[config.mk]
export PLATFORM = sky130hd
export DESIGN_NAME = seg7_scan_reader
export DESIGN_NICKNAME = d
export VERILOG_FILES = /design/src/rtl/seg7_scan_reader.sv
export SDC_FILE = /design/constraint.sdc
export NUM_CORES = 1
export LEC_CHECK = 0
export ABC_AREA = 1
export CORE_MARGIN = 1.5
export CORE_UTILIZATION = 52
export CTS_CLUSTER_DIAMETER = 100
export DETAILED_ROUTE_END_ITERATION = 10
export PLACE_DENSITY = 0.82
export SLEW_MARGIN = 30
export SYNTH_ARGS = -nofsm -noshare
export SYNTH_HDL_FRONTEND = slang
export SYNTH_SLANG_ARGS = --single-unit
[constraint.sdc]
create_clock -name clk -period 2 [get_ports clk]
set_clock_uncertainty 0.15 [all_clocks]
set_input_delay 0.5 -clock clk [delete_from_list [all_inputs] [get_ports clk]]
set_output_delay 0.5 -clock clk [all_outputs]
set_load 0.01 [all_outputs]
[src/rtl/seg7_scan_reader.sv]
// seg7_scan_reader: debounced hex decoder for a scanned 7-segment bus with one-hot digit strobe.
// Define SEG7_READER_BLANK_EN to add digit_blank reporting for the all-off pattern.
module seg7_scan_reader #(
    parameter int NUM_DIGITS = 4,
    parameter int STABLE_CNT = 3
) (
    input  logic                    clk,
    input  logic                    rst_n,
    input  logic [6:0]              seg_in,
    input  logic [NUM_DIGITS-1:0]   dig_sel,
    output logic [4*NUM_DIGITS-1:0] value,
    output logic [NUM_DIGITS-1:0]   digit_valid,
    output logic                    changed,
    output logic                    bad_pattern,
    output logic                    sel_err
`ifdef SEG7_READER_BLANK_EN
    ,
    output logic [NUM_DIGITS-1:0]   digit_blank
`endif
);
    localparam int IW = NUM_DIGITS > 1 ? $clog2(NUM_DIGITS) : 1;
    localparam logic [3:0] ST = 4'(STABLE_CNT);

    logic [6:0]              r_last [NUM_DIGITS];
    logic [3:0]              r_cnt  [NUM_DIGITS];
    logic [4*NUM_DIGITS-1:0] r_value;
    logic [NUM_DIGITS-1:0]   r_valid;
    logic                    r_changed, r_bad, r_sel_err;

    logic [IW-1:0] w_idx;
    logic          w_sample, w_multi, w_same, w_commit, w_hit, w_blank, w_blank_diff;
    logic [3:0]    w_nib, w_cur_nib, w_new_nib, w_cnt_nxt;

    function automatic logic [4:0] decode(input logic [6:0] p);
        case (p)
            7'b1111110: decode = 5'h10;
            7'b1100000: decode = 5'h11;
            7'b1011101: decode = 5'h12;
            7'b1111001: decode = 5'h13;
            7'b1100011: decode = 5'h14;
            7'b0111011: decode = 5'h15;
            7'b0111111: decode = 5'h16;
            7'b1101000: decode = 5'h17;
            7'b1111111: decode = 5'h18;
            7'b1111011: decode = 5'h19;
            7'b1101111: decode = 5'h1A;
            7'b0110111: decode = 5'h1B;
            7'b0011110: decode = 5'h1C;
            7'b1110101: decode = 5'h1D;
            7'b0011111: decode = 5'h1E;
            7'b0001111: decode = 5'h1F;
            default:    decode = 5'h00;
        endcase
    endfunction

`ifdef SEG7_READER_BLANK_EN
    logic [NUM_DIGITS-1:0] r_blank;
`endif

    always_comb begin
        w_idx = '0;
        for (int k = 0; k < NUM_DIGITS; k++)
            if (dig_sel[k]) w_idx = IW'(k);
        w_sample  = $onehot(dig_sel);
        w_multi   = dig_sel != '0 && !w_sample;
        w_same    = seg_in == r_last[w_idx];
        w_cnt_nxt = !w_same ? 4'd1 : (r_cnt[w_idx] == ST ? ST : r_cnt[w_idx] + 4'd1);
        // A saturated run re-sampled with the same pattern must not commit again
        w_commit  = w_sample && w_cnt_nxt == ST && !(w_same && r_cnt[w_idx] == ST);
        {w_hit, w_nib} = decode(seg_in);
        w_cur_nib = r_value[w_idx*4 +: 4];
        w_new_nib = w_hit ? w_nib : w_cur_nib;
`ifdef SEG7_READER_BLANK_EN
        w_blank      = seg_in == 7'b0;
        w_blank_diff = w_blank != r_blank[w_idx];
`else
        w_blank      = 1'b0;
        w_blank_diff = 1'b0;
`endif
    end

    always_ff @(posedge clk or negedge rst_n) begin
        if (!rst_n) begin
            for (int k = 0; k < NUM_DIGITS; k++) begin
                r_last[k] <= 7'b0;
                r_cnt[k]  <= 4'd0;
            end
            r_value   <= '0;
            r_valid   <= '0;
            r_changed <= 1'b0;
            r_bad     <= 1'b0;
            r_sel_err <= 1'b0;
        end else begin
            r_changed <= w_commit && (w_new_nib != w_cur_nib || w_hit != r_valid[w_idx] || w_blank_diff);
            r_bad     <= w_commit && !w_hit && !w_blank;
            r_sel_err <= w_multi;
            if (w_sample) begin
                r_last[w_idx] <= seg_in;
                r_cnt[w_idx]  <= w_cnt_nxt;
            end
            if (w_commit) begin
                r_value[w_idx*4 +: 4] <= w_new_nib;
                r_valid[w_idx]        <= w_hit;
            end
        end
    end

`ifdef SEG7_READER_BLANK_EN
    always_ff @(posedge clk or negedge rst_n) begin
        if (!rst_n)
            r_blank <= '0;
        else if (w_commit)
            r_blank[w_idx] <= w_blank;
    end

    assign digit_blank = r_blank;
`endif

    assign value       = r_value;
    assign digit_valid = r_valid;
    assign changed     = r_changed;
    assign bad_pattern = r_bad;
    assign sel_err     = r_sel_err;
endmodule
# --- Yosys cells after proc, flatten, opt, wreduce, memory -nomap -nowiden ---
# Index checks and enable logic that the tools add are counted.
word_totals:
  reg_bits: 67
  latch_bits: 0
  ram_bits: 0
  rom_bits: 0
  inputBits: 13
  out_inout_bits: 23
  n_memories: 0
op_classes:
  n_addsub: 5
  mul: 0
  n_div: 0
  magnitude_cmp: 4
  eq_ne: 22
  n_shift: 3
  mux: 25
  bitwise_logic: 1
  n_reduce_logical: 13
op_table:
  columns: ["cell", "n"]
  rows:
  - ["$pmux 5 s16", 1]
  - ["$eq 7x7->1 const B", 10]
  - ["$neg 4->34", 1]
  - ["$shift 4x34->16 const A", 1]
  - ["$shiftx 4x34->16", 1]
  - ["$bwmux 16", 2]
  - ["$bwmux 28", 1]
  - ["$mux 4", 6]
  - ["$eq 7x6->1 const B", 3]
  - ["$mux 7", 3]
  - ["$shiftx 16x5->4", 1]
  - ["$bmux 7 s2", 1]
  - ["$demux 7 s2", 1]
  - ["$eq 7x5->1 const B", 2]
  - ["$bmux 4 s2", 1]
  - ["$demux 4 s2", 1]
  - ["$eq 4x2->1 const B", 2]
  - ["$logic_and 1x1->1", 8]
  - ["$eq 7x4->1 const B", 1]
  - ["$eq 7x7->1", 1]
  - ["$add 1x1->2", 2]
  - ["$add 4x1->4 const B", 1]
  - ["$bwmux 4", 1]
  - ["$mux 2", 2]
  - ["other kinds (15)", 19]

# --- Depth between registers and ports, before layout ---
# Gate-level depths: netlist of the first run.
depth:
  word_depth: 14
  mapped_depth: 18
  ltp_nobuf: 18

# --- Worst setup path before layout of the first run ---
# Ideal clock, no wire load.
synth_path:
  path_type: "input to register"
  start: "input port dig_sel[1]"
  end: "register r_last[24] (netlist bit)"
  setup_time_ps: 131
  arrival_time_ps: 3054
  required_ps: 1719
  slack_ps: -1336
  cell_stages: 14
  path_buffers: 3
  path_cell_list: "buf_4 > buf_2 > inv_1 > fa_1 > inv_1 > ha_1 > ha_1 > nor3_1 > inv_1 > nor2_1 > inv_1 > clkbuf_1 > nand2_1 > o21ai_0"
synth_via:
  elab_chain_cells: 9
  word_cells_on_any_way: 13
synth_lines:
  columns: ["element", "line", "rtl"]
  rows:
  - ["start, declared", "10", "input logic [NUM_DIGITS-1:0] dig_sel,"]
  - ["$mux 1", "63", "if (dig_sel[k]) w_idx = IW'(k);"]
  - ["$mux 2 (2 in series)", "63", null]
  - ["$not 2->3 (implied by the code)", "98", "r_last[w_idx] <= seg_in;"]
  - ["$ge 3x3->1 (implied by the code) / $lt 3x1->1 (equally long branches)", "98", null]
  - ["$logic_and 1x1->1 (implied by the code)", "98", null]
  - ["$mux 7 (implied by the code)", "98", null]
  - ["$demux 7 s2", "98", null]
  - ["$bwmux 28", "98", null]
  - ["end signal, assigned by index", "98", null]
  - ["end, declared", "24", "logic [6:0] r_last [NUM_DIGITS];"]
# Parallel ways exist; a longest one is shown, timed or not.
# A chain may end at the register's enable or synchronous reset.

# --- Worst setup path in the final report of the first run ---
layout_path:
  start: "input port dig_sel[3]"
  end: "register r_last[27] (netlist bit)"
layout_via:
  elab_chain_cells: 7
  word_cells_on_any_way: 11
layout_lines:
  columns: ["element", "line"]
  rows:
  - ["$mux 2", "63"]
  - ["$not 2->3 (implied by the code)", "98"]
  - ["$ge 3x3->1 (implied by the code) / $lt 3x1->1 (equally long branches)", "98"]
  - ["$logic_and 1x1->1 (implied by the code)", "98"]
  - ["$mux 7 (implied by the code)", "98"]
  - ["$demux 7 s2", "98"]
  - ["$bwmux 28", "98"]
# Parallel ways exist; a longest one is shown, timed or not.

==> flow_summary_export.csv, run 1 <==
group,metric,value,unit
run_status,status,"finished with violations",
run_status,violations,"negative hold slack, negative setup slack",
logic_synthesis,ys.flop_type,"dfrtp_1",
setup_path,cp_max_fo,4,
clock_tree,root_buffer,"clkbuf_8",
logic_synthesis,syn_inst,586,
die,core-area,0.00737,mm^2
sta,holdWs,-0.00868,ns
layout,areaGrowthSynthToFinish,51.2,%
logic_synthesis,yosysSeqAreaShare,41.6,%
sta,hold_violations,6,
logic_synthesis,async_flop_share,100,%
setup_path,cp_slowest_cell,"fa_1",
global_route,antenna_found_initial,0,
logic_synthesis,synth_commonest_cells,"nand2_1, dfrtp_1, nor2_1",
place,dp_slack,-1.26,ns
detailed_routing,drc,0,
setup_path,worstReg2RegEnd,"digit_valid[0]",
die,start_util,54.7,%
die,fp-row-count,31,
detailed_routing,dr.first_iter.drc_count,483,
die,die_y,91.0,um
detailed_routing,firstDrtPassIters,7,
sta,setup_violations,67,
clock_tree,htree_num_levels,3,
global_route,grt_pass1_wl,20500,um
hold_path,holdCritPathClass,"in2async",
layout,seq_area,0.00168,mm^2
sta,fin_crit_sh,127,%
global_route,overflow,0,
place,dp.cells,789,
logic_synthesis,postSynthAreaPerCell,6.88,um^2
global_route,grtUsageTotal,31.1,%
layout,fillers,408,
clock_tree,cts_sinks,67,
die,ios,36,
logic_synthesis,synth_top_cells_by_area,"dfrtp_1, nand2_1, nand3_1, o21ai_0, nor2_1",
global_route,grt_pass1_vias,4374,
layout,drive_gt1_share,32.3,%
place,dp_hpwl,8460,um
power,finalPower,4.76,mW
layout,multi_input_area,0.00245,mm^2
setup_path,slowest_delay,0.56,ns
setup_path,r2r_setup_slack,-0.45,ns
setup_path,crit_required,2.14,ns
sta,finalSetupTns,-25.75,ns
logic_synthesis,synth_nets,609,
clock_tree,insertion_delay,0.37,ns
detailed_routing,antenna_left,0,
setup_path,r2r_cells,16,
sta,slew_viol_final,0,
layout,num_antenna_cells,0,
clock_tree,clk_pin_slew_worst_paths,0.09,ns
detailed_routing,vias_per_cell,5.92,
detailed_routing,wl_per_cell,18.2,um
power,ir_worst_vdd,0.575,mV
power,p_leak,3.20,nW
sta,fmax,0.395,GHz
sta,layout_setup_ws,-0.530,ns
setup_path,worstReg2RegStart,"r_cnt[5]",
layout,stdcell_area,0.00609,mm^2
place,gp_congestion,0.971,
global_route,grt_max_degree,68,
detailed_routing,finalWirelength,15200,um
setup_path,critPathBufInv,7,
setup_path,path_class,"in2reg",
logic_synthesis,synth_top_area_cell,"dfrtp_1",
power,power_density,782,mW/mm^2
detailed_routing,num_vias,4931,
clock_tree,cts_tree,"done",
setup_path,start_kind,"primary input",
setup_path,worstPathArrival,2.67,ns
clock_tree,clockBufferDepth,2,
logic_synthesis,ys_types,29,
place,placed_cell_area,0.00513,mm^2
clock_tree,cts_made_buffers,9,
sta,fin_crit,2.53,ns
logic_synthesis,synth_area,0.00403,mm^2
logic_synthesis,yosysTopAreaCellShare,41.6,%
logic_synthesis,yosys_register_bits,67,
logic_synthesis,synth.most_common_cell,"nand2_1",
flow_run,cap_violations,0,
clock_tree,cts_hold_buf,0,
setup_path,crit_chain,"buf_8, inv_6, fa_1, inv_2, ha_4, ha_4, nor3_4, buf_6, inv_4, nor2_4, buf_4, buf_4, nand2_1, o21ai_1",
setup_path,critical-path-top-delay-family,"adder cells",
die,dieArea,0.00829,mm^2
logic_synthesis,synth_edf_count,0,
place,portBuffers,35,
sta,rsz0062_at_grt,"yes",
sta,tightest_slew,0.365,ns
sta,max_slew_margin,75.7,%
logic_synthesis,synth_warnings,0,
die,die_w,91.0,um
layout,layout.nets,752,
setup_path,endpoint_kind,"flip-flop",
layout,instances_no_fill,833,
## flip-flops by register name, indices dropped and copies added (netlist names)
register / count
bad_pattern: 1
changed: 1
digit_valid: 4
r_cnt: 16
r_last: 28
sel_err: 1
value: 16
## final cells by class
cell class,count,area share (%)
clock buffer,10,2.26
clock inverter,6,1.46
inverter,55,3.84
multi-input combinational,450,40.2
sequential,67,27.5
tap,99,2.03
timing repair buffer,146,22.7
## kinds of logic after synthesis
group | count (synthesis) | share of synthesized area (%)
buffers and inverters | 71 | 7.42
flip-flops | 67 | 41.6
AO/OA/AOI/OAI | 67 | 9.13
adder cells (fa/ha/maj) | 10 | 3.29
AND/OR/NAND/NOR | 371 | 38.6
## per-stage QoR
stage,utilization (%),hold slack (ns)
2_1_floorplan,-,0.0544
3_3_place_gp,69.6,0.312
3_5_place_dp,69.6,0.324
4_1_cts,74.8,0.0130
5_1_grt,82.7,0.0198
6_report,82.7,-0.00868
## routing by layer
metal  vias up  track usage, %  part of all wire, %
met1      2310            38.6                   36
li1       2147               -                    -
met2       367            52.5                   48
met3       107            6.45                   10
met4         0            13.3                  5.4
met5         -               0                    0
## worst max-delay path by stage
stage / end / startpoint / cells past startpoint
global placement: value[9] / dig_sel[1] / 12
CTS: value[13] / dig_sel[1] / 12
global route: value[4] / dig_sel[3] / 17
finish: r_last[27] / dig_sel[3] / 14
detailed placement: value[8] / dig_sel[1] / 12
floorplan: value[10] / dig_sel[1] / 15
## timing repair
action	in CTS	in global routing
buffers inserted	9	14
resized for setup	45	157
pin swaps	16	38
gates cloned	2	4
endpoints found under the setup margin	67	70
## placed cells by master (no fill, tap or decap), types with 11 or more instances in the layout
| cell type | count |
|---|---|
| nand2_2 | 32 |
| nand3_1 | 51 |
| o21ai_1 | 28 |
| clkdlybuf4s50_1 | 20 |
| nor2_2 | 12 |
| dfrtp_1 | 67 |
| inv_1 | 37 |
| nand2_1 | 188 |
| inv_2 | 11 |
| buf_4 | 82 |
| nor2_1 | 45 |
| nor2_4 | 12 |
| buf_6 | 21 |
| o21ai_0 | 19 |
## power breakdown
group          internal, mW  leakage [nW]  switching (mW)
Clock                 0.735         0.108           0.576
Sequential             1.68         0.876           0.210
Combinational         0.690          2.22           0.874
(Power assumes the default switching activity.)
==> run 2: changes to the inputs <==
ABC_AREA = unset   (was 1)
CORE_UTILIZATION = 53   (was 52)
PLACE_DENSITY = 0.83   (was 0.82)
==> flow_summary_export.csv, run 2 <==
group,metric,value,unit
logic_synthesis,ys_types,59,
sta,fin_crit,2.87,ns
place,portBuffers,35,
hold_path,holdCritPathClass,"reg2reg",
setup_path,worstReg2RegStart,"r_cnt[8]",
logic_synthesis,yosysTopAreaCellShare,40.3,%
sta,fin_crit_sh,144,%
global_route,grt_util_met1,42.4,%
sta,hold_violations,0,
clock_tree,insertion_delay,0.36,ns
global_route,met3_usage,6.38,%
setup_path,cp_max_fo,5,
setup_path,crit_chain,"mux2_4, mux2i_2, o21ai_2, ha_4, or3_4, a2111oi_4, buf_6, buf_12, nand4_4, mux2_4",
layout,stdcell_area,0.00642,mm^2
die,ios,36,
logic_synthesis,async_flop_share,100,%
setup_path,path_class,"reg2reg",
hold_path,hold_depth,1,
clock_tree,htree_num_levels,3,
sta,holdWs,0.356,ns
detailed_routing,firstDrtPassIters,5,
setup_path,cp_slowest_cell,"dfrtp_1",
place,placed_cell_area,0.00521,mm^2
layout,largest_register_ffs,28,
detailed_routing,antenna_left,0,
layout,top_register,"r_last",
detailed_routing,wl_per_cell,24.4,um
run_status,violations,"negative setup slack",
layout,layout.nets,564,
layout,layout_commonest_cell,"buf_4",
logic_synthesis,syn_inst,404,
place,dp_hpwl,7760,um
logic_synthesis,yosysSeqAreaShare,40.3,%
global_route,grt_max_degree,25,
place,gp_congestion,0.831,
clock_tree,root_buffer,"clkbuf_8",
logic_synthesis,synth.most_common_cell,"dfrtp_1",
setup_path,worstPathArrival,2.97,ns
logic_synthesis,synth_warnings,0,
clock_tree,cts_tree,"done",
layout,fillers,352,
setup_path,worstReg2RegEnd,"digit_valid[3]",
detailed_routing,dr.first_iter.drc_count,457,
logic_synthesis,ys.flop_type,"dfrtp_1",
power,ir_worst_vdd,0.499,mV
sta,tightest_slew,0.608,ns
layout,multi_input_area,0.00281,mm^2
setup_path,r2r_setup_slack,-0.87,ns
die,die_y,91.6,um
clock_tree,cts_sinks,67,
clock_tree,cts_made_buffers,9,
detailed_routing,vias_per_cell,6.50,
logic_synthesis,synth_nets,427,
global_route,use_met2,57.4,%
logic_synthesis,synth_top_area_cell,"dfrtp_1",
global_route,grt_pass1_vias,4048,
power,p_leak,3.03,nW
logic_synthesis,yosys_register_bits,67,
logic_synthesis,synth_top_cells_by_area,"dfrtp_1, mux2_2, mux2i_1, xnor2_1, nand2_1",
layout,num_antenna_cells,0,
setup_path,slowest_delay,0.40,ns
global_route,grt_pass1_wl,21700,um
setup_path,r2r_cells,10,
global_route,overflow,0,
sta,max_slew_margin,59.2,%
die,core-area,0.00765,mm^2
sta,layout_setup_ws,-0.873,ns
clock_tree,clockBufferDepth,2,
global_route,antenna_found_initial,0,
layout,seq_area,0.00168,mm^2
global_route,grtUsageTotal,34.2,%
layout,final_cell_mix,"buf_4, dfrtp_1, mux2_2",
place,dp_slack,-1.61,ns
sta,rsz0062_at_grt,"yes",
logic_synthesis,postSynthAreaPerCell,10.3,um^2
clock_tree,clk_pin_slew_worst_paths,0.08,ns
setup_path,cpMostUsedCell,"mux2_4",
logic_synthesis,synth_commonest_cells,"dfrtp_1, mux2_2, nand2_1",
detailed_routing,finalWirelength,15800,um
die,start_util,54.4,%
die,dieArea,0.00840,mm^2
sta,finalSetupTns,-40.55,ns
run_status,status,"finished with violations",
sta,slew_viol_final,0,
hold_path,min-delay-start,"r_last[20]",
die,fp-row-count,32,
sta,fmax,0.348,GHz
detailed_routing,num_vias,4213,
setup_path,start_kind,"flip-flop",
die,die_w,91.6,um
global_route,grt.busiest_layer,"met2",
layout,areaGrowthSynthToFinish,54.3,%
flow_run,cap_violations,0,
hold_path,hold_path_end,"r_last[20]",
setup_path,crit_required,2.10,ns
power,power_density,739,mW/mm^2
setup_path,endpoint_kind,"flip-flop",
layout,drive_gt1_share,49.3,%
logic_synthesis,synth_edf_count,0,
detailed_routing,drc,0,
logic_synthesis,synth_area,0.00416,mm^2
sta,setup_violations,67,
-- run 2: cell types whose count changed in the layout (fill, tap and decap cells not counted), moves of 11 or more --
cell	change
o21ai_1	-25
nand2_1	-167
mux2_4	+14
buf_12	+11
mux2i_1	+19
nand2_2	-25
mux2_2	+42
nand3_1	-44
nor2_1	-27
nor2_2	-12
inv_1	-28
nor2_4	-12
xnor2_1	+16
-- run 2: worst max path at each step --
stage	slack, ns	start	end	cells past startpoint
finish	-0.87	r_cnt[8]	digit_valid[3]	10
floorplan	-1.15	dig_sel[1]	value[0]	10
global route	-0.91	r_cnt[12]	digit_valid[3]	10
detailed placement	-1.61	dig_sel[1]	value[2]	10
global placement	-1.55	dig_sel[1]	value[2]	10
CTS	-0.80	r_cnt[12]	value[1]	9
-- run 2: worst max-delay path, delay by kind of cell, from the launching register on --
family                   cells  cell delay (ns)
multiplexers                 3             0.78
AO/OA/AOI/OAI                2             0.43
adder cells (fa/ha/maj)      1             0.18
buffers and inverters        2             0.31
AND/OR/NAND/NOR              2             0.52
flip-flops                   1             0.40
-- run 2: per-layer routing --
metal	up-vias	wire (um)
met3	91	1140
met5	-	0
li1	1735	-
met1	2075	5960
met4	0	986
met2	312	7750
-- run 2: cell type report --
| type | count | share of cell area [%] |
|---|---|---|
| multi-input combinational | 292 | 43.7 |
| sequential | 67 | 26.1 |
| timing repair buffer | 153 | 23.4 |
| clock buffer | 11 | 2.04 |
| tap | 102 | 1.99 |
| clock inverter | 5 | 1.21 |
| inverter | 18 | 1.56 |
-- run 2: through the flow --
stage	utilization, %	power [mW]	instances
3_5_place_dp	68.1	3.04	594
2_1_floorplan	-	2.66	404
4_1_cts	78.7	4.45	627
6_report	84.0	4.75	648
5_1_grt	84.0	4.90	648
3_3_place_gp	68.1	2.95	594
-- run 2: what timing repair did --
item	in CTS	in global routing
hold endpoints to repair	1	0
setup endpoints to repair	71	75
gates cloned	5	1
buffers inserted	11	26
gates resized for setup	119	71
pin swaps	17	18
hold buffers	1	0
-- run 2: cells by family after synthesis --
kind of cell / after synthesis / share of synthesized area (%)
AOI/OAI and AO/OA: 70 / 12.5
xor gates and xnor gates: 20 / 4.21
adders and majority gates: 10 / 3.19
buffers and inverters: 45 / 4.66
DFF: 67 / 40.3
muxes: 76 / 20.0
and+or+nand+nor: 116 / 15.1
-- run 2: report_power, final --
part	leakage, nW	internal [mW]	switching (mW)
Sequential	0.864	1.66	0.205
Clock	0.103	0.699	0.550
Combinational	2.06	0.838	0.801
==> run 3: changes to the inputs <==
ABC_AREA = 0   (was unset)
PLACE_DENSITY = unset   (was 0.83)
PLACE_DENSITY_LB_ADDON = 0.25   (was unset)
==> flow_summary_export.csv, run 3 (synthesis gave the netlist of run 2 again) <==
group,metric,value,unit
place,dp_slack,-1.64,ns
setup_path,r2r_cells,10,
detailed_routing,finalWirelength,14200,um
sta,slew_viol_final,0,
hold_path,holdCritPathClass,"in2async",
setup_path,cp_max_fo,5,
power,finalPower,4.69,mW
global_route,grt_pass1_vias,3923,
setup_path,crit_required,2.09,ns
flow_run,cap_violations,0,
die,start_util,54.4,%
layout,fillers,423,
detailed_routing,drc,0,
place,gp_congestion,0.852,
run_status,violations,"negative setup slack",
layout,multi_input_area,0.00273,mm^2
power,ir_worst_vdd,0.447,mV
detailed_routing,num_vias,3905,
layout,final_cell_mix,"buf_4, dfrtp_1, mux2_2",
sta,setup_violations,67,
die,core-area,0.00765,mm^2
sta,fmax,0.345,GHz
clock_tree,cts_tree,"done",
layout,layout_commonest_cell,"buf_4",
die,ios,36,
detailed_routing,wl_per_cell,22.6,um
detailed_routing,dr.first_iter.drc_count,377,
sta,layout_setup_ws,-0.902,ns
run_status,status,"finished with violations",
global_route,grt_max_degree,68,
detailed_routing,firstDrtPassIters,5,
global_route,antenna_found_initial,0,
layout,drive_gt1_share,46.1,%
place,dp_hpwl,7500,um
place,portBuffers,35,
layout,num_antenna_cells,0,
layout,layout.nets,545,
sta,hold_violations,0,
setup_path,path_class,"reg2reg",
die,dieArea,0.00840,mm^2
global_route,grt_pass1_wl,21000,um
die,die_y,91.6,um
clock_tree,clk_pin_slew_worst_paths,0.08,ns
layout,instances_no_fill,629,
sta,fin_crit_sh,145,%
clock_tree,htree_num_levels,3,
detailed_routing,antenna_left,0,
clock_tree,clockBufferDepth,2,
power,power_density,762,mW/mm^2
sta,tightest_slew,0.499,ns
place,dp.cells,588,
global_route,grtUsageTotal,33.3,%
layout,largest_register_ffs,28,
sta,fin_crit,2.90,ns
clock_tree,cts_sinks,67,
clock_tree,root_buffer,"clkbuf_8",
global_route,overflow,0,
setup_path,worstPathArrival,3.00,ns
clock_tree,insertion_delay,0.36,ns
power,p_leak,2.85,nW
die,die_w,91.6,um
clock_tree,cts_made_buffers,9,
detailed_routing,vias_per_cell,6.21,
sta,rsz0062_at_grt,"yes",
die,fp-row-count,32,
layout,stdcell_area,0.00615,mm^2
layout,top_register,"r_last",
layout,areaGrowthSynthToFinish,47.7,%
place,placed_cell_area,0.00517,mm^2
setup_path,endpoint_kind,"flip-flop",
layout,seq_area,0.00168,mm^2
sta,max_slew_margin,66.4,%
setup_path,start_kind,"flip-flop",
==> run 3: cell types whose count changed in the layout (fill, tap and decap cells not counted), sizes merged <==
cell           previous run  this run
buf                     122       103
clkbuf                   11        10
clkdlybuf4s15             0         1
clkdlybuf4s50            14        18
clkinvlp                  1         2
dlygate4sd2               5         6
dlygate4sd3               1         0
dlymetal6s2s             11         6
==> run 3: worst paths after layout <==
path	from	slack [ns]	to
worst max-delay path	r_cnt[12]	-0.90	digit_valid[3]
worst min-delay path	rst_n	0.002	value[3]
worst max register to register	r_cnt[12]	-0.90	digit_valid[3]
worst min register to register	r_last[21]	0.36	r_last[21]
max in group asynchronous	rst_n	1.39	r_cnt[6]
min in group clk	r_last[21]	0.36	r_last[21]
==> run 3: repair_timing <==
action                                 in CTS  in global routing
setup buffers                              15                 11
setup endpoints to repair                  68                 76
pin swaps                                  20                 13
endpoints found under the hold margin       0                  0
hold buffers                                0                  0
gates resized for setup                   117                 40
cloned                                      5                  0
==> run 3: metrics by stage <==
stage	utilization (%)	setup TNS [ns]	hold slack [ns]
finish	80.4	-39.92	0.00205
global route	80.4	-42.69	0.0230
CTS	78.9	-36.62	0.0110
detailed placement	67.6	-95.89	0.316
global placement	67.6	-90.52	0.305
floorplan	-	-58.27	0.0544
==> run 3: critical path: stages, from the launching register on <==
cell and delay [ns]:
dfrtp_1 0.40, mux2_4 0.28, mux2i_2 0.18, o21ai_2 0.12, ha_4 0.18, or3_4 0.37
a2111oi_4 0.30, buf_6 0.18, buf_4 0.13, nand4_4 0.14, mux2_4 0.34
==> run 3: final cells by class <==
type                    instances  share of cell area, %
inverters                      18                   1.63
clock buffers                  10                   2.24
multi-input cells             292                   44.4
clock inverters                 6                   1.44
well taps                     102                   2.08
repair buffers                134                   21.0
flip-flops and latches         67                   27.3
==> run 3: per-layer routing <==
| metal | up-vias | wire length, um | part of all wire, % | track usage, % |
|---|---|---|---|---|
| met2 | 184 | 7270 | 51 | 57.0 |
| met4 | 0 | 646 | 4.5 | 17.8 |
| li1 | 1700 | - | - | - |
| met5 | - | 0 | 0 | 0 |
| met1 | 1966 | 5530 | 39 | 39.1 |
| met3 | 55 | 787 | 5.5 | 7.21 |
==> run 3: where the power goes <==
part | switching, mW | internal [mW]
Clock | 0.584 | 0.735
Sequential | 0.185 | 1.66
Combinational | 0.720 | 0.805
==> RTL edit (flow settings as in run 2) <==
Add a define of `SEG7_READER_BLANK_EN`.
--- a/src/rtl/seg7_scan_reader.sv
+++ b/src/rtl/seg7_scan_reader.sv
@@ -2,2 +2,4 @@
 // Define SEG7_READER_BLANK_EN to add digit_blank reporting for the all-off pattern.
+`define SEG7_READER_BLANK_EN
+
 module seg7_scan_reader #(
Check against the original RTL (old outputs only; new: digit_blank): not equivalent (Yosys sat finds a counterexample within 4 cycles, from zero or initial values and one cycle with rst_n low).
==> RTL edit against run 2 <==
  * Core utilization fell by 1.1 points
  * Power rose by 14%
  * Sequential cell count rose by 4
  * Die area rose by 8.9%
  * Hold slack got worse by 0.037 ns
  * Wire length rose by 5.2%
  * Global-route usage fell by 2.7 points
  * Via count rose by 14%
  * Area after synthesis rose by 9.3%
  * Worst setup slack got worse by 0.099 ns
  * Final area rose by 6.6%
  * The run still ends with negative setup slack left
==> RTL edit: results (changes against run 2) <==
[timing]
setup_slack_ns=-0.973  ; was -0.873 ns
finalSetupViolations=71  ; was 67

[route]
drt_iter0_drc=406  ; was 457
firstDrtPassIters=6  ; was 5
via_count=4782  ; was 4213
totalWireLength_um=16700  ; was 15800 um
wl_per_cell_um=21.9  ; was 24.4 um

[outcome]
status=complete, but fails checks  ; unchanged
violations=negative setup slack  ; unchanged

[setup_path]
cp_data_arrival_time_ns=3.11  ; was 2.97 ns
cp_max_fo=6  ; was 5
slowest_stage=mux2_2  ; was dfrtp_1
crit_family=buffers and inverters  ; was multiplexers
slowest_delay_ns=0.34  ; was 0.40 ns

[pwr]
p_leak_nw=3.29  ; was 3.03 nW
ir_drop_v=0.000409  ; was 0.000499 V
switching_power_mw=2.00  ; was 1.56 mW
p_seq_share_pct=37.3  ; was 39.2%

[logic_synthesis]
synth_common_cells=nand2_1, dfrtp_1, mux2i_1  ; was dfrtp_1, mux2_2, nand2_1
synth_compound_gate_area_share_pct=12.1  ; was 12.5%
synthXorXnorAreaFrac_pct=3.66  ; was 4.21%
synth_area_leaders=dfrtp_1, nand2_1, mux2i_1  ; was dfrtp_1, mux2_2, mux2i_1
synth_cell_types=67  ; was 59
ys_seq_area_share_pct=39.1  ; was 40.3%

[global_routing]
grt_pass1_wl_um=21700  ; about the same
first_global_vias=4403  ; was 4048
grt_usage_pct=31.5  ; was 34.2%
grt_max_degree=45  ; was 25

[placed_design]
buffer_ports.inserted=39  ; was 35
placement.cell_area_sq_um=5830  ; was 5210 sq um
dp_cells=711  ; was 594
hpwl_um=9160  ; was 7760 um

[cts]
postCtsResizedCells=45  ; was 119

[finish]
final_nets=675  ; was 564

[hold_path]
hold_path_class=in -> reg  ; was reg -> reg

-- RTL edit: metrics by stage --
stage / TNS [ns] / setup WS (ns)
after CTS: -48.51 / -0.963
after global routing: -50.25 / -1.08
after floorplan: -64.74 / -1.37
after global placement: -97.20 / -1.55
final: -45.60 / -0.973
after detailed placement: -102.05 / -1.71
-- RTL edit: layout make-up --
| type | instances | area (sq um) |
|---|---|---|
| clock inverters | 7 | 72.6 |
| inverters | 30 | 118 |
| clock buffers | 9 | 124 |
| fillers | 406 | 1410 |
| multi-input cells | 354 | 2970 |
| well taps | 105 | 131 |
| flip-flops and latches | 71 | 1780 |
| repair buffers | 184 | 1650 |
-- RTL edit: worst reg2reg max path, cell delays in order (launching register included) --
cell and delay [ns]:
dfrtp_1 0.41, mux2_2 0.29, o211ai_1 0.29, nand2_1 0.16, ha_4 0.19, and3b_2 0.25, o2111ai_4 0.17, buf_6 0.18
buf_4 0.13, nor4_4 0.21, buf_6 0.20, mux2i_4 0.26
-- RTL edit: worst paths after layout --
| path | start | slack (ns) | to | cells past startpoint |
|---|---|---|---|---|
| max | dig_sel[1] | -0.97 | value[12] | 13 |
| min | seg_in[6] | 0.32 | r_last[13] | 3 |
| max reg2reg | r_cnt[9] | -0.96 | value[12] | 11 |
| min reg2reg | r_last[27] | 0.34 | r_last[27] | 2 |
| max in group asynchronous | rst_n | 0.58 | r_cnt[12] | 3 |
| min in group asynchronous | rst_n | 0.48 | value[0] | 2 |
-- RTL edit: per-layer routing --
layer | routed length (um) | global-route usage [%] | vias up
li1 | - | - | 2013
met4 | 1070 | 16.4 | 0
met2 | 8290 | 55.2 | 316
met1 | 6150 | 37.0 | 2341
met3 | 1160 | 4.86 | 112
met5 | 0 | 0 | -
